## config.mk

```make
export PLATFORM = sky130hd
export DESIGN_NAME = pipe_hazard_ctrl
export DESIGN_NICKNAME = d
export VERILOG_FILES = /design/src/rtl/pipe_hazard_ctrl.sv
export SDC_FILE = /design/constraint.sdc
export NUM_CORES = 1
export LEC_CHECK = 0
export ABC_AREA = 1
export BUFFER_PORTS_ARGS = -buffer_cell sky130_fd_sc_hd__buf_4
export CAP_MARGIN = 20
export CORE_MARGIN = 2
export CORE_UTILIZATION = 37
export CTS_CLUSTER_DIAMETER = 30
export CTS_CLUSTER_SIZE = 10
export DETAILED_ROUTE_END_ITERATION = 10
export RECOVER_POWER = 100
export SYNTH_ARGS = -nofsm -noshare
export SYNTH_HDL_FRONTEND = slang
export SYNTH_SLANG_ARGS = --single-unit
```

## constraint.sdc

```tcl
create_clock -name clk -period 4.52 [get_ports clk]
set_clock_uncertainty 0.05 [all_clocks]
set_input_delay 0.452 -clock clk [delete_from_list [all_inputs] [get_ports clk]]
set_output_delay 0.452 -clock clk [all_outputs]
set_load 0.1 [all_outputs]
```

## src/rtl/pipe_hazard_ctrl.sv

```systemverilog
// Stall/flush controller for the five-stage pipeline: load-use and MDU-busy
// stalls, exception/eret redirection, and a saturating stall-cycle counter.
module pipe_hazard_ctrl #(
  parameter int MULT_CYCLES = 5,
  parameter int DIV_CYCLES  = 10
) (
  input  logic        clk,
  input  logic        clr_n,
  input  logic [4:0]  d_rs,
  input  logic [4:0]  d_rt,
  input  logic        d_rs_used,
  input  logic        d_rt_used,
  input  logic        d_mdu_use,
  input  logic        e_is_load,
  input  logic [4:0]  e_wr_reg,
  input  logic        e_mdu_start,
  input  logic        e_mdu_div,
  input  logic        m_exc_req,
  input  logic        m_eret,
  output logic        stall_pc,
  output logic        stall_fd,
  output logic        flush_de,
  output logic        flush_fd,
  output logic        flush_em,
  output logic [1:0]  pc_redirect,
  output logic        mdu_busy,
  output logic [31:0] stall_cnt
);

  typedef enum logic {IDLE = 1'b0, BUSY = 1'b1} mdu_state_e;

  localparam logic [3:0] MULT_LD = 4'(MULT_CYCLES);
  localparam logic [3:0] DIV_LD  = 4'(DIV_CYCLES);

  mdu_state_e  state;
  logic [3:0]  mdu_cnt;
  logic [31:0] stall_cnt_q;
  logic        lu, mh, st, ex;

  // $0 is hardwired, so a load targeting it never creates a dependency.
  assign lu = e_is_load && (e_wr_reg != 5'd0) &&
              ((d_rs_used && (d_rs == e_wr_reg)) ||
               (d_rt_used && (d_rt == e_wr_reg)));
  assign mh = d_mdu_use && (state == BUSY);
  assign st = lu || mh;
  assign ex = m_exc_req || m_eret;

  // Gating with clr_n keeps every output quiet during reset even while the
  // decode inputs still show a hazard.
  always_comb begin
    stall_pc    = 1'b0;
    stall_fd    = 1'b0;
    flush_de    = 1'b0;
    flush_fd    = 1'b0;
    flush_em    = 1'b0;
    pc_redirect = 2'b00;
    if (clr_n) begin
      if (ex) begin
        flush_fd    = 1'b1;
        flush_de    = 1'b1;
        flush_em    = 1'b1;
        pc_redirect = m_exc_req ? 2'b01 : 2'b10;
      end else if (st) begin
        stall_pc = 1'b1;
        stall_fd = 1'b1;
        flush_de = 1'b1;
      end
    end
  end

  assign mdu_busy  = clr_n && (state == BUSY);
  assign stall_cnt = stall_cnt_q;

  // A started mult/div runs to completion; only reset can abort it.
  always_ff @(posedge clk or negedge clr_n) begin
    if (!clr_n) begin
      state   <= IDLE;
      mdu_cnt <= 4'd0;
    end else begin
      case (state)
        IDLE: begin
          if (e_mdu_start && !ex) begin
            mdu_cnt <= e_mdu_div ? DIV_LD : MULT_LD;
            state   <= BUSY;
          end
        end
        BUSY: begin
          mdu_cnt <= mdu_cnt - 4'd1;
          if (mdu_cnt == 4'd1) state <= IDLE;
        end
        default: begin
          state   <= IDLE;
          mdu_cnt <= 4'd0;
        end
      endcase
    end
  end

  always_ff @(posedge clk or negedge clr_n) begin
    if (!clr_n) stall_cnt_q <= 32'd0;
    else if (stall_fd && (stall_cnt_q != 32'hFFFF_FFFF)) stall_cnt_q <= stall_cnt_q + 32'd1;
  end

endmodule

```

==> results of run 1 <==
-- registers in the layout, summed over array words and instances, names as in the netlist --
signal     count
stall_cnt     32
state          1
mdu_cnt        4
-- power groups by stage --
| stage | combinational [mW] | clock (mW) | sequential [mW] |
|---|---|---|---|
| after detailed placement | 0.393 | 0 | 0.422 |
| after floorplan | 0.204 | 0 | 0.508 |
| final | 0.371 | 0.229 | 0.414 |
| after global placement | 0.386 | 0 | 0.420 |
| after CTS | 0.394 | 0.237 | 0.415 |
| after global routing | 0.406 | 0.256 | 0.422 |
-- area by class of cell --
cell class	instances	area, µm²
repair buffers	66	349.1
fillers	836	4026
clock inverters	2	10.01
inverters	41	153.9
multi-input cells	357	1669
well taps	99	123.9
clock buffers	6	72.57
flip-flops and latches	37	925.9
-- per-stage QoR --
step | hold slack (ps) | std cells
after floorplan | 106.4 | 449
after global placement | 408.1 | 600
after detailed placement | 418.1 | 600
after CTS | 100.8 | 608
after global routing | 115.3 | 608
final | 72.78 | 608
-- worst max-delay path, stage by stage --
cell	delay, ps
clkbuf_4	110
inv_1	100
nor2_1	50
nor2_1	110
nand3_1	80
nand2_1	70
nand2_1	40
nand2_1	50
clkbuf_1	1070
nand3_2	910
nand2_1	220
nand2_1	70
-- worst max path at each step --
stage	to	slack, ps	depth (start not counted)
final	stall_cnt[22]$_DFFE_PN0P_	1280	12
after CTS	stall_cnt[24]$_DFFE_PN0P_	1790	9
after detailed placement	stall_cnt[24]$_DFFE_PN0P_	1780	9
after global routing	stall_cnt[14]$_DFFE_PN0P_	850	12
after global placement	stall_cnt[27]$_DFFE_PN0P_	1920	9
after floorplan	stall_pc	890	12
-- cells in the final DEF, fill, tap and decap left out --
cell,instances
nand4_4,1
nand3b_1,12
nand2_1,204
dfrtp_1,37
nor2_2,1
o22ai_1,1
a41oi_1,1
xor2_1,11
clkbuf_4,1
clkinv_2,2
nand3_1,4
o21ai_0,7
xnor2_1,6
nor2_4,2
nand3_4,1
ha_1,3
nand4_1,33
buf_4,26
o221ai_1,1
inv_1,41
nor3_1,2
nor2_1,65
clkbuf_8,5
nand3_2,2
clkbuf_1,40
-- logic make-up (layout without fill, tap and decap cells) --
kind of cell,count (synthesis),in the layout,share of synthesized area [%]
buf+inv,55,115,8.480
flops,37,37,32.69
compound gates,10,10,2.076
fa+ha+maj,3,3,1.325
xor+xnor,17,17,5.256
simple gates,327,327,50.18
-- per-layer routing --
layer	vias up	part of all wire (%)
li1	1525	-
met1	1274	48
met2	70	46
met3	6	5.0
met4	0	1.1
met5	-	0
==> impl_metrics.json, run 1 <==
{
  "detail_route.wl_per_cell_um": 12.45,
  "ys_seq_area_share_pct": 32.69,
  "required_ps": 4640,
  "insertion_delay_ps": 290,
  "reg2reg_depth": 6,
  "die_x_um": 91.50,
  "worst_pin_slew_ps": 1487,
  "path_max_fanout": 35,
  "pwr-share-seq_pct": 40.8,
  "p_int_mw": 0.5642,
  "fmax_mhz": 308.6,
  "hold_viol_final": 0,
  "comb_power_share_pct": 36.6,
  "nNetsFinal": 536,
  "avgSynthCellArea_um2": 6.309,
  "start_util_pct": 38.64,
  "vias": 2875,
  "placed_area_um2": 3368,
  "synth.distinct_cells": 23,
  "grt_start_max_net_pins": 43,
  "clkPwrFrac_pct": 22.6,
  "yosysWarningCount": 0,
  "synth-edff-count": 0,
  "cts_num_sinks": 37,
  "synth_common_cells": "204 x nand2_1, 66 x nor2_1, 41 x inv_1",
  "async_flop_share_pct": 100.0,
  "clock_path_buffers": 2,
  "area_delta_synth_final_pct": 16.65,
  "ir_drop_uv": 178.8,
  "rsz0062_at_grt": "false",
  "dr.pass1.iters": 4,
  "met2_usage_pct": 32.66,
  "post-cts-setup-buffer-count": 0,
  "worst_ep_arrival_time_ps": 3360,
  "drive_gt1_share_pct": 8.055,
  "chipHeight_um": 91.50,
  "ctsHoldBuffers": 0,
  "critPathLaunch": "e_wr_reg[2]",
  "end_kind": "flop",
  "io_pins": 65,
  "fin_ws_ps": 1279,
  "ctsHtreeMaxLevel": 2,
  "netSwitchingFraction_pct": 44.42,
  "fin_total_pwr_mw": 1.015,
  "p_leak_nw": 1.672,
  "slew_headroom_pct": 0.8680,
  "synth.most_common_cell": "nand2_1",
  "grt_use_total_pct": 19.56,
  "avgViaCountPerCell": 4.729,
  "tns_ps": 0,
  "port_buffers": 64,
  "r2r-end": "stall_cnt[22]$_DFFE_PN0P_",
  "postSynthNetCount": 477,
  "startpoint_type": "input pin",
  "fin_area_um2": 3304,
  "syn-cell-area_um2": 2833,
  "drc": 0,
  "routabilityCongestion": 0.9029,
  "grt_pass1_vias": 2824,
  "wl_um": 7567,
  "cts-root-buf": "clkbuf_8",
  "critPathKind": "in -> reg",
  "overflow": 0,
  "numCtsBuffers": 5,
  "r2r-start": "state$_DFF_PN0_",
  "ant_nets": 0,
  "ys_ff_latch": 37,
  "synth_top_area_share_pct": 32.69,
  "cts_tree": "yes",
  "antenna_cells": 0,
  "core_um2": 7331,
  "reg2reg_slack_ps": 1450,
  "max_cap_violations": 0,
  "synth_area_leader_cell": "dfrtp_1",
  "antenna_found_initial": 0,
  "grt_pass1_wl_um": 13480,
  "pwr_density_cell_nw_per_um2": 307.2,
  "fin_crit_ps": 3241,
  "dp_hpwl_um": 5646,
  "die-area_um2": 8372,
  "synth_top_cells_by_area": "dfrtp_1 33%, nand2_1 27%, nor2_1 8.7%",
  "setup_viol": 0,
  "top_usage_layer": "met2",
  "status": "complete, no violations",
  "pre_cts_slack_ps": 1782,
  "grt_util_met1_pct": 25.44,
  "rows": 31,
  "drt-initial-drc-count": 124,
  "cts_resized": 0,
  "fin_util_pct": 45.08,
  "switching_power_mw": 0.4510,
  "synth_top_flop_cell": "dfrtp_1",
  "met3_usage_pct": 4.398,
  "min_period_over_period_pct": 71.70,
  "min_path_type": "in -> async",
  "slew_violations": 0,
  "syn_inst": 449,
  "cts.clk_slew.worst_paths_ps": 80
}
Power figures use the tool's default switching activity.
==> inputs of run 2 (changes only) <==
clock period = 3.2 ns   (was 4.52 ns; I/O delays follow)
==> run 2 against run 1 <==
  * Via count rose by 4.2%
  * First-iteration DRC count rose by 35%
  * Power rose by 52%
  * Sequential share of layout area fell by 0.26 points
  * Die area did not move
  * Design area rose by 0.95%
  * Count of clock-buffer cells in the layout rose by 1
  * Core utilization rose by 0.43 points
  * Combinational power rose by 43%
  * Flip-flop and latch count did not move
  * Critical path depth fell by 2
==> impl_metrics.json, run 2 (synthesis results as in run 1) <==
{
  "ir_drop_uv": 461.8,
  "ant_nets": 0,
  "fillers": 778,
  "ctsHoldBuffers": 0,
  "port_buffers": 64,
  "cts_num_sinks": 37,
  "io_pins": 65,
  "p_leak_nw": 1.686,
  "numCtsBuffers": 5,
  "die_x_um": 91.50,
  "cts_resized": 0,
  "drc": 0,
  "setup_viol": 0,
  "reg2reg_depth": 10,
  "comb_power_share_pct": 34.4,
  "overflow": 0,
  "worst_ep_arrival_time_ps": 2860,
  "met3_usage_pct": 3.154,
  "path_max_fanout": 33,
  "largest_reg_flops": 32,
  "clkPwrFrac_pct": 27.9,
  "critPathKind": "reg -> reg",
  "end_kind": "flop",
  "insertion_delay_ps": 300,
  "startpoint_type": "flop",
  "min_period_over_period_pct": 83.15,
  "top_usage_layer": "met2",
  "pwr_density_cell_nw_per_um2": 463.8,
  "layout_commonest_cell": "nand2_1",
  "fin_total_pwr_mw": 1.547,
  "drt-initial-drc-count": 168,
  "grt_use_total_pct": 19.37,
  "met2_usage_pct": 30.39,
  "clock_path_buffers": 2,
  "vias": 2996,
  "wl_um": 7848,
  "dp_hpwl_um": 5859,
  "fmax_mhz": 375.8,
  "cts.clk_slew.worst_paths_ps": 80,
  "worst_pin_slew_ps": 1215,
  "whs_ps": 38.99,
  "chipHeight_um": 91.50,
  "fin_crit_ps": 2661,
  "hold_viol_final": 0,
  "grt_pass1_wl_um": 13320,
  "core_um2": 7331,
  "status": "complete, no violations",
  "placed_area_um2": 3386,
  "detail_route.wl_per_cell_um": 12.87,
  "drive_gt1_share_pct": 7.828,
  "mostFrequentLayoutCells": "204 x nand2_1, 65 x nor2_1, 42 x clkbuf_1",
  "slew_headroom_pct": 19.37,
  "post-cts-setup-buffer-count": 0,
  "switching_power_mw": 0.6457,
  "grt_pass1_vias": 2780,
  "cts-root-buf": "clkbuf_8",
  "nNetsFinal": 538,
  "slew_violations": 0,
  "netSwitchingFraction_pct": 41.73,
  "die-area_um2": 8372,
  "p_int_mw": 0.9014,
  "dr.pass1.iters": 4,
  "ctsHtreeMaxLevel": 2,
  "tns_ps": 0,
  "min_path_type": "in -> async",
  "antenna_cells": 0,
  "routabilityCongestion": 0.9252,
  "pwr-share-seq_pct": 37.7,
  "cts_tree": "yes",
  "required_ps": 3400,
  "antenna_found_initial": 0,
  "rows": 31,
  "area_delta_synth_final_pct": 17.76,
  "grt_util_met1_pct": 27.18,
  "fin_area_um2": 3336,
  "start_util_pct": 38.64,
  "grt_start_max_net_pins": 42,
  "avgViaCountPerCell": 4.911,
  "rsz0062_at_grt": "false",
  "max_cap_violations": 0
}
## run 2: changes by cell type in the layout (fill, tap and decap cells not counted), sizes merged
| cell | previous run | this run |
|---|---|---|
| bufinv | 0 | 1 |
| clkbuf | 46 | 49 |
| clkinv | 2 | 0 |
## run 2: critical path, stage by stage (launching register included)
cell     delay (ps)
dfrtp_1         450
ha_1            250
nand3_1         220
nor2_4          240
nand3_4         120
nor2_1          220
nand4_4         100
buf_4           280
nand3_2         480
nand2_1         110
nand2_1          80
## run 2: area by class of cell
cell class	count	area, µm²	area share (%)
multi-input combinational	357	1659	49.74
sequential	37	925.9	27.76
timing repair buffer	68	356.6	10.69
inverter	41	153.9	4.614
tap	99	123.9	3.713
clock buffer	7	86.33	2.588
clock inverter	1	30.03	0.9002
## run 2: through the flow
stage | std cells | util (%) | setup slack, ps
2_1_floorplan | 449 | - | 343.4
6_report | 610 | 45.50 | 539.2
4_1_cts | 610 | 47.77 | 654.0
3_5_place_dp | 602 | 46.19 | 673.5
5_1_grt | 610 | 45.50 | 230.0
3_3_place_gp | 602 | 46.19 | 720.6
## run 2: routing by layer
metal	part of all wire, %	vias up
met2	45	67
met5	0	-
met4	1.4	0
met1	48	1384
met3	5.2	11
li1	-	1534
## run 2: final timing paths
path                                           startpoint                   endpoint  slack, ps
min in group clk                                e_mdu_div     mdu_cnt[2]$_DFFE_PN0P_        300
worst max register to register   stall_cnt[0]$_DFFE_PN0P_  stall_cnt[12]$_DFFE_PN0P_        540
worst max-delay path             stall_cnt[0]$_DFFE_PN0P_  stall_cnt[12]$_DFFE_PN0P_        540
worst min-delay path                                clr_n  stall_cnt[13]$_DFFE_PN0P_         40
worst min register to register  stall_cnt[31]$_DFFE_PN0P_  stall_cnt[31]$_DFFE_PN0P_        490
max in group asynchronous                           clr_n  stall_cnt[17]$_DFFE_PN0P_       2680
## run 2: power by group through the flow
stage	combinational (mW)	clock (mW)	sequential (mW)
final	0.532	0.431	0.583
after global routing	0.584	0.463	0.593
after CTS	0.561	0.445	0.586
after detailed placement	0.562	0	0.595
after global placement	0.553	0	0.594
after floorplan	0.289	0	0.718
